[config.mk]
export PLATFORM = sky130hd
export DESIGN_NAME = shift_rows_stream
export DESIGN_NICKNAME = d
export VERILOG_FILES = /design/src/rtl/shift_rows_stream.sv
export SDC_FILE = /design/constraint.sdc
export NUM_CORES = 1
export LEC_CHECK = 0
export CORE_AREA = 2 2 171 173
export DETAILED_ROUTE_END_ITERATION = 10
export DIE_AREA = 0 0 173 175
export HOLD_SLACK_MARGIN = 0.12
export RECOVER_POWER = 25
export SKIP_LAST_GASP = 1
export SYNTH_ARGS = -nofsm -noshare
export SYNTH_HDL_FRONTEND = slang
export SYNTH_SLANG_ARGS = --single-unit
[constraint.sdc]
create_clock -name clk -period 2.3 [get_ports clk]
set_clock_uncertainty 0.05 [all_clocks]
set_input_delay 0.46 -clock clk [delete_from_list [all_inputs] [get_ports clk]]
set_output_delay 0.46 -clock clk [all_outputs]
set_load 0.02 [all_outputs]
[src/rtl/shift_rows_stream.sv]
// Byte-serial AES ShiftRows / InvShiftRows engine.
// Ping-pong 16-byte banks; the read side applies the row permutation when addressing the bank.
module shift_rows_stream #(
  parameter bit INVERSE = 1'b0
) (
  input  logic       clk,
  input  logic       rst_n,
  input  logic       s_valid,
  output logic       s_ready,
  input  logic [7:0] s_data,
  input  logic       s_last,
  output logic       m_valid,
  input  logic       m_ready,
  output logic [7:0] m_data,
  output logic       m_last,
  output logic       frame_err
);

  localparam int unsigned DW = 8;
  localparam int unsigned NB = 16;
  localparam int unsigned CW = 4;
  localparam logic [CW-1:0] LAST_IDX = CW'(NB - 1);

  logic [DW-1:0] mem [2][NB];
  logic [1:0]    full;
  logic [1:0]    full_set;
  logic [1:0]    full_clr;
  logic          wr_bank;
  logic          rd_bank;
  logic [CW-1:0] wr_cnt;
  logic [CW-1:0] rd_cnt;
  logic          wr_fire;
  logic          rd_fire;
  logic          wr_commit;
  logic          rd_done;

  // Source index in the stored state for output byte k (k = r + 4c).
  function automatic logic [CW-1:0] perm(input logic [CW-1:0] k);
    logic [1:0] r;
    logic [1:0] c;
    logic [1:0] col;
    r   = k[1:0];
    c   = k[3:2];
    col = INVERSE ? (c - r) : (c + r);
    return {col, r};
  endfunction

  assign s_ready   = !full[wr_bank];
  assign m_valid   = full[rd_bank];
  assign m_data    = mem[rd_bank][perm(rd_cnt)];
  assign m_last    = m_valid && (rd_cnt == LAST_IDX);

  assign wr_fire   = s_valid && s_ready;
  assign rd_fire   = m_valid && m_ready;
  assign wr_commit = wr_fire && (wr_cnt == LAST_IDX);
  assign rd_done   = rd_fire && (rd_cnt == LAST_IDX);

  always_comb begin
    full_set = '0;
    full_clr = '0;
    if (wr_commit) full_set[wr_bank] = 1'b1;
    if (rd_done)   full_clr[rd_bank] = 1'b1;
  end

  // Byte storage; a bank is never written while it is being drained.
  always_ff @(posedge clk or negedge rst_n) begin
    if (!rst_n) begin
      for (int b = 0; b < 2; b++) begin
        for (int i = 0; i < int'(NB); i++) begin
          mem[b][i] <= '0;
        end
      end
    end else if (wr_fire) begin
      mem[wr_bank][wr_cnt] <= s_data;
    end
  end

  // Write side: fill counter, bank commit and framing checks.
  always_ff @(posedge clk or negedge rst_n) begin
    if (!rst_n) begin
      wr_bank   <= 1'b0;
      wr_cnt    <= '0;
      frame_err <= 1'b0;
    end else begin
      frame_err <= 1'b0;
      if (wr_fire) begin
        if (wr_cnt == LAST_IDX) begin
          wr_bank   <= ~wr_bank;
          wr_cnt    <= '0;
          frame_err <= !s_last;
        end else if (s_last) begin
          // Early s_last: drop the partial state in place.
          wr_cnt    <= '0;
          frame_err <= 1'b1;
        end else begin
          wr_cnt <= wr_cnt + CW'(1);
        end
      end
    end
  end

  // Read side: drain counter and bank release.
  always_ff @(posedge clk or negedge rst_n) begin
    if (!rst_n) begin
      rd_bank <= 1'b0;
      rd_cnt  <= '0;
    end else if (rd_fire) begin
      if (rd_cnt == LAST_IDX) begin
        rd_bank <= ~rd_bank;
        rd_cnt  <= '0;
      end else begin
        rd_cnt <= rd_cnt + CW'(1);
      end
    end
  end

  always_ff @(posedge clk or negedge rst_n) begin
    if (!rst_n) begin
      full <= '0;
    end else begin
      full <= (full | full_set) & ~full_clr;
    end
  end

endmodule

Yosys cells after proc, flatten, opt, wreduce, memory -nomap -nowiden

Index checks and enable logic that the tools add are counted.

Logic and storage cells: 102
Output and inout bits: 12
Input bits: 13
Register bits after elaboration: 269

Equality and inequality tests: 2
Add/sub/neg operators: 3
Bitwise operators: 9
Order comparisons: 10
Reductions and logical operators: 13
Multiplexer cells: 27

Operators with widths:

| cell                  | number |
|---|---|
| $mux W128             | 4 |
| $bwmux W256           | 1 |
| $demux W128 S1        | 1 |
| $bmux W8 S4           | 1 |
| $demux W8 S4          | 1 |
| $mux W8               | 3 |
| $mux W4               | 3 |
| $ge A5 B5 Y1 const B  | 2 |
| $not A4 Y5            | 2 |
| $logic_and A1 B1 Y1   | 9 |
| $mux W1               | 9 |
| $add A4 B1 Y4 const B | 2 |
| $eq A4 B4 Y1 const B  | 2 |
| $lt A5 B1 Y1 const B  | 1 |
| $ge A2 B2 Y1 const B  | 2 |
| $lt A1 B2 Y1 const B  | 2 |
| $mux W2               | 2 |
| $not A1 Y2            | 2 |
| $reduce_and A2 Y1     | 2 |
| $add A2 B2 Y2         | 1 |
| $and A2 B2 Y2         | 1 |
| $demux W1 S1          | 2 |
| $ge A1 B1 Y1 const B  | 2 |
| $logic_not A1 Y1      | 2 |
| 4 further kinds       | 5 |

Logic depth before layout (Yosys ltp)

Depth after elaboration: 8
Depth in mapped cells: 8
Mapped depth without buffers: 6

Least setup slack after synthesis

OpenSTA, ideal clock, no wires.

Path kind: register to output
Start: register rd_cnt[0]
End: output port m_data[4]
Arrival time: 1.860 ns
Stages on the path, launching flop included: 8
Required time: 1.790 ns
Path slack: -0.070 ns
Cells stage by stage: dfrtp_1 -> ha_1 -> xor2_1 -> buf_2 -> mux2_2 -> o22ai_1 -> nand2_1 -> and3_1

Longest elaborated chain between the ends: 5

RTL lines:

| item                                         | RTL line | source |
|---|---|---|
| from (decl)                                  | 31       | `logic [CW-1:0] rd_cnt;` |
| from (signal assigned)                       | 112      | `rd_cnt <= rd_cnt + CW'(1);` |
| $add A2 B2 Y2                                | 44       | `col = INVERSE ? (c - r) : (c + r);` |
| $not A4 Y5 (implied by the code) *           | 50       | `assign m_data = mem[rd_bank][perm(rd_cnt)];` |
| $bmux W8 S4 *                                | 50       |  |
| $mux W8 (implied by the code) * (2 in a row) | 50       |  |
| to (decl)                                    | 14       | `output logic [7:0] m_data,` |

Every way passes the cells marked *; elsewhere a longest branch is shown, timed or not. The select of a mux whose other input is x is not followed.

Worst setup path in the final report

Start: register rd_bank
End: output port m_data[7]

Longest elaborated chain between the ends: 7

RTL lines:

| item                                         | RTL line | source |
|---|---|---|
| from (decl)                                  | 29       | `logic rd_bank;` |
| from (signal assigned)                       | 109      | `rd_bank <= ~rd_bank;` |
| $not A1 Y2 (implied by the code)             | 50       |  |
| $mux W128 (implied by the code) (3 in a row) | 50       |  |
| $bmux W8 S4                                  | 50       |  |
| $mux W8 (implied by the code) (2 in a row)   | 50       |  |

Every way passes these cells. The select of a mux whose other input is x is not followed.

==> qor.yml <==
critical_path:
  slowest_delay_ps: 580
  cp-end-kind: "output pin"
  cp_cell_sequence: "buf_12, buf_8, mux4_2, a22oi_2, o211ai_1, and3_4, buf_6"
  worstSetupPathType: "flop to output pin"
  crit_path_top_delay_cell: "mux4_2"
  worstPathArrival_ps: 2630
  critPathLaunchType: "flop"
  crit_family: "multiplexers"
  cp.buffers_inverters: 3
  cp_max_fo: 7
  reg2reg_slack_ps: 150
  cp_data_required_time_ps: 1790
floorplanning:
  die_w_um: 173
  die_h_um: 175
  initial_utilization_pct: 44.2
  pin_count: 25
  floorplan.rows: 62
  die_area_sq_um: 30300
  core_area_sq_um: 28400
synthesis:
  synth-async-reset-ratio_pct: 100
  ys_ff_latch: 269
  ys_types: 40
  ys_seq_area_share_pct: 53.6
  syn_inst: 875
  yosys_most_used_dff: "dfrtp_1"
  synth_edf_count: 0
  syn_area_sq_um: 12600
  avgSynthCellArea_sq_um: 14.4
  syn-num-nets: 894
  yosys_warnings: 0
routing:
  wl_per_cell_um: 22.7
  vias_per_cell: 5.52
  dr_total_vias: 7768
  drt-total-wl_mm: 32.0
  drc: 0
  first_pass_iters: 4
  antenna_left: 0
  first_iter_violations: 528
run_status:
  violations: "setup timing"
  status: "complete, but fails checks"
placed_design:
  dp_hpwl_mm: 20.9
  gp_congestion: 0.857
  io_buffer_count: 24
finish:
  final_cell_mix: "dfrtp_1, mux2_2, buf_4"
  num_antenna_cells: 0
  finalNetCount: 1020
  synthToLayoutAreaGrowth_pct: 23.1
  drive_above_1_share_pct: 55.0
  final_common_cell: "dfrtp_1"
  fill_cells: 2414
clock_network:
  clock_latency_ps: 560
  clock_sinks: 269
  cts_buffers: 30
  cts_tree: "yes"
  cts.clk_slew.worst_paths_ps: 60
  cts-root-buf: "clkbuf_16"
  htreeDepth: 1
  clock_path_buffers: 3
sta:
  rsz0062_at_grt: "true"
  finalMaxSlewViolations: 0
  setup_violations: 10
  tightest_slew_ps: 1460
  post-route-min-period_ps: 3140
  fmax_mhz: 318
  tns_ps: -7070
  finalHoldViolCount: 0
  final.period_utilization_pct: 137
  fin_ws_ps: -842
  slew_headroom_pct: 2.64
  holdWs_ps: 431
power:
  power.density_nw_per_um2: 735
  leakagePower_nw: 7.36
  ir_worst_vdd_mv: 0.579
  power_mw: 11.4
global_routing:
  antenna_found_initial: 0
  grt_max_degree: 67
  grt-ovfl-total: 0
  grt_usage_pct: 21.6
  grt_pass1_vias: 7902
  grt_pass1_wl_mm: 49.9
min_path:
  hp-class: "flop to flop"
job:
  maxCapViolations: 0
logic make-up after synthesis:
family                     Yosys count  share of synthesized area (%)
DFF                                269                           53.6
adders and majority gates            6                          0.598
and+or+nand+nor                    136                           4.82
xor gates and xnor gates             4                          0.279
buffers and inverters               64                           2.50
muxes                              339                           35.3
AOI/OAI and AO/OA                   57                           2.92
synthesized netlist by cell type, types with 6 or more instances:
cell type | instances | share of area [%]
dfrtp_1 | 269 | 54
o21ai_0 | 12 | 0.48
and3_1 | 6 | 0.30
ha_1 | 6 | 0.60
nor2_1 | 20 | 0.60
mux4_2 | 56 | 10
clkbuf_1 | 39 | 1.2
nand3_1 | 19 | 0.76
mux2i_1 | 13 | 1.0
buf_2 | 11 | 0.44
mux2_2 | 268 | 24
a21oi_1 | 10 | 0.40
nand2_1 | 72 | 2.2
power breakdown:
group | total, mW | switching [mW] | internal, mW
Clock | 4.83 | 1.98 | 2.85
Sequential | 5.32 | 0.202 | 5.12
Combinational | 1.21 | 0.549 | 0.664
layer usage:
| layer | vias up | GRT usage [%] | share of wire (%) |
|---|---|---|---|
| met5 | - | 0 | 0 |
| met4 | 0 | 4.98 | 2.3 |
| met3 | 46 | 3.39 | 5.4 |
| met2 | 156 | 34.4 | 47 |
| met1 | 4092 | 31.5 | 45 |
| li1 | 3474 | - | - |
worst reg2reg max path: stages, from the launching register on:
cell and delay (ps):
dfrtp_2 360, buf_4 210, buf_4 230, ha_1 190
and3_1 220, buf_4 150, and2_1 160, a21oi_1 70
a31oi_1 350
repair_timing:
item / in CTS / in global routing
gates resized for setup: 83 / 23
setup endpoints to repair: 11 / 10
pin swaps: 6 / 7
buffers inserted: 9 / 0
hold endpoints to repair: 47 / 0
hold buffers: 1 / 0
gates cloned: 3 / 1
cell type report:
cell class | count | area, sq um | area share [%]
Tap cell | 384 | 480 | 3.11
Clock buffer | 38 | 821 | 5.31
Clock inverter | 17 | 176 | 1.14
Inverter | 3 | 11.3 | 0.0728
Multi-Input combinational cell | 542 | 5730 | 37.1
Timing Repair Buffer | 155 | 1510 | 9.76
Sequential cell | 269 | 6740 | 43.6
state kept, by name, summed over array words and instances, names as in the netlist:
name	cells
wr_bank	1
mem	256
rd_bank	1
wr_cnt	4
rd_cnt	4
full	2
frame_err	1
final timing paths:
| check | start | to | cells past startpoint |
|---|---|---|---|
| hold reg to reg | mem[129]$_DFFE_PN0P_ | mem[129]$_DFFE_PN0P_ | 2 |
| setup / recovery | rd_bank$_DFFE_PN0N_ | m_data[7] | 7 |
| hold / removal | mem[129]$_DFFE_PN0P_ | mem[129]$_DFFE_PN0P_ | 2 |
| max in group asynchronous | rst_n | mem[110]$_DFFE_PN0P_ | 3 |
| min in group asynchronous | rst_n | mem[24]$_DFFE_PN0P_ | 2 |
| setup reg to reg | rd_cnt[0]$_DFFE_PN0N_ | rd_bank$_DFFE_PN0N_ | 8 |
stage by stage:
step	utilization [%]	cell area [sq um]	instances	setup WS (ps)
2_1_floorplan	-	12600	875	-24.2
6_report	54.5	15500	1408	-842
4_1_cts	54.2	15400	1408	-885
3_3_place_gp	49.6	14100	1340	-671
5_1_grt	54.5	15500	1408	-907
3_5_place_dp	49.6	14100	1340	-687
Note: power is estimated with default switching activity, not from simulation.
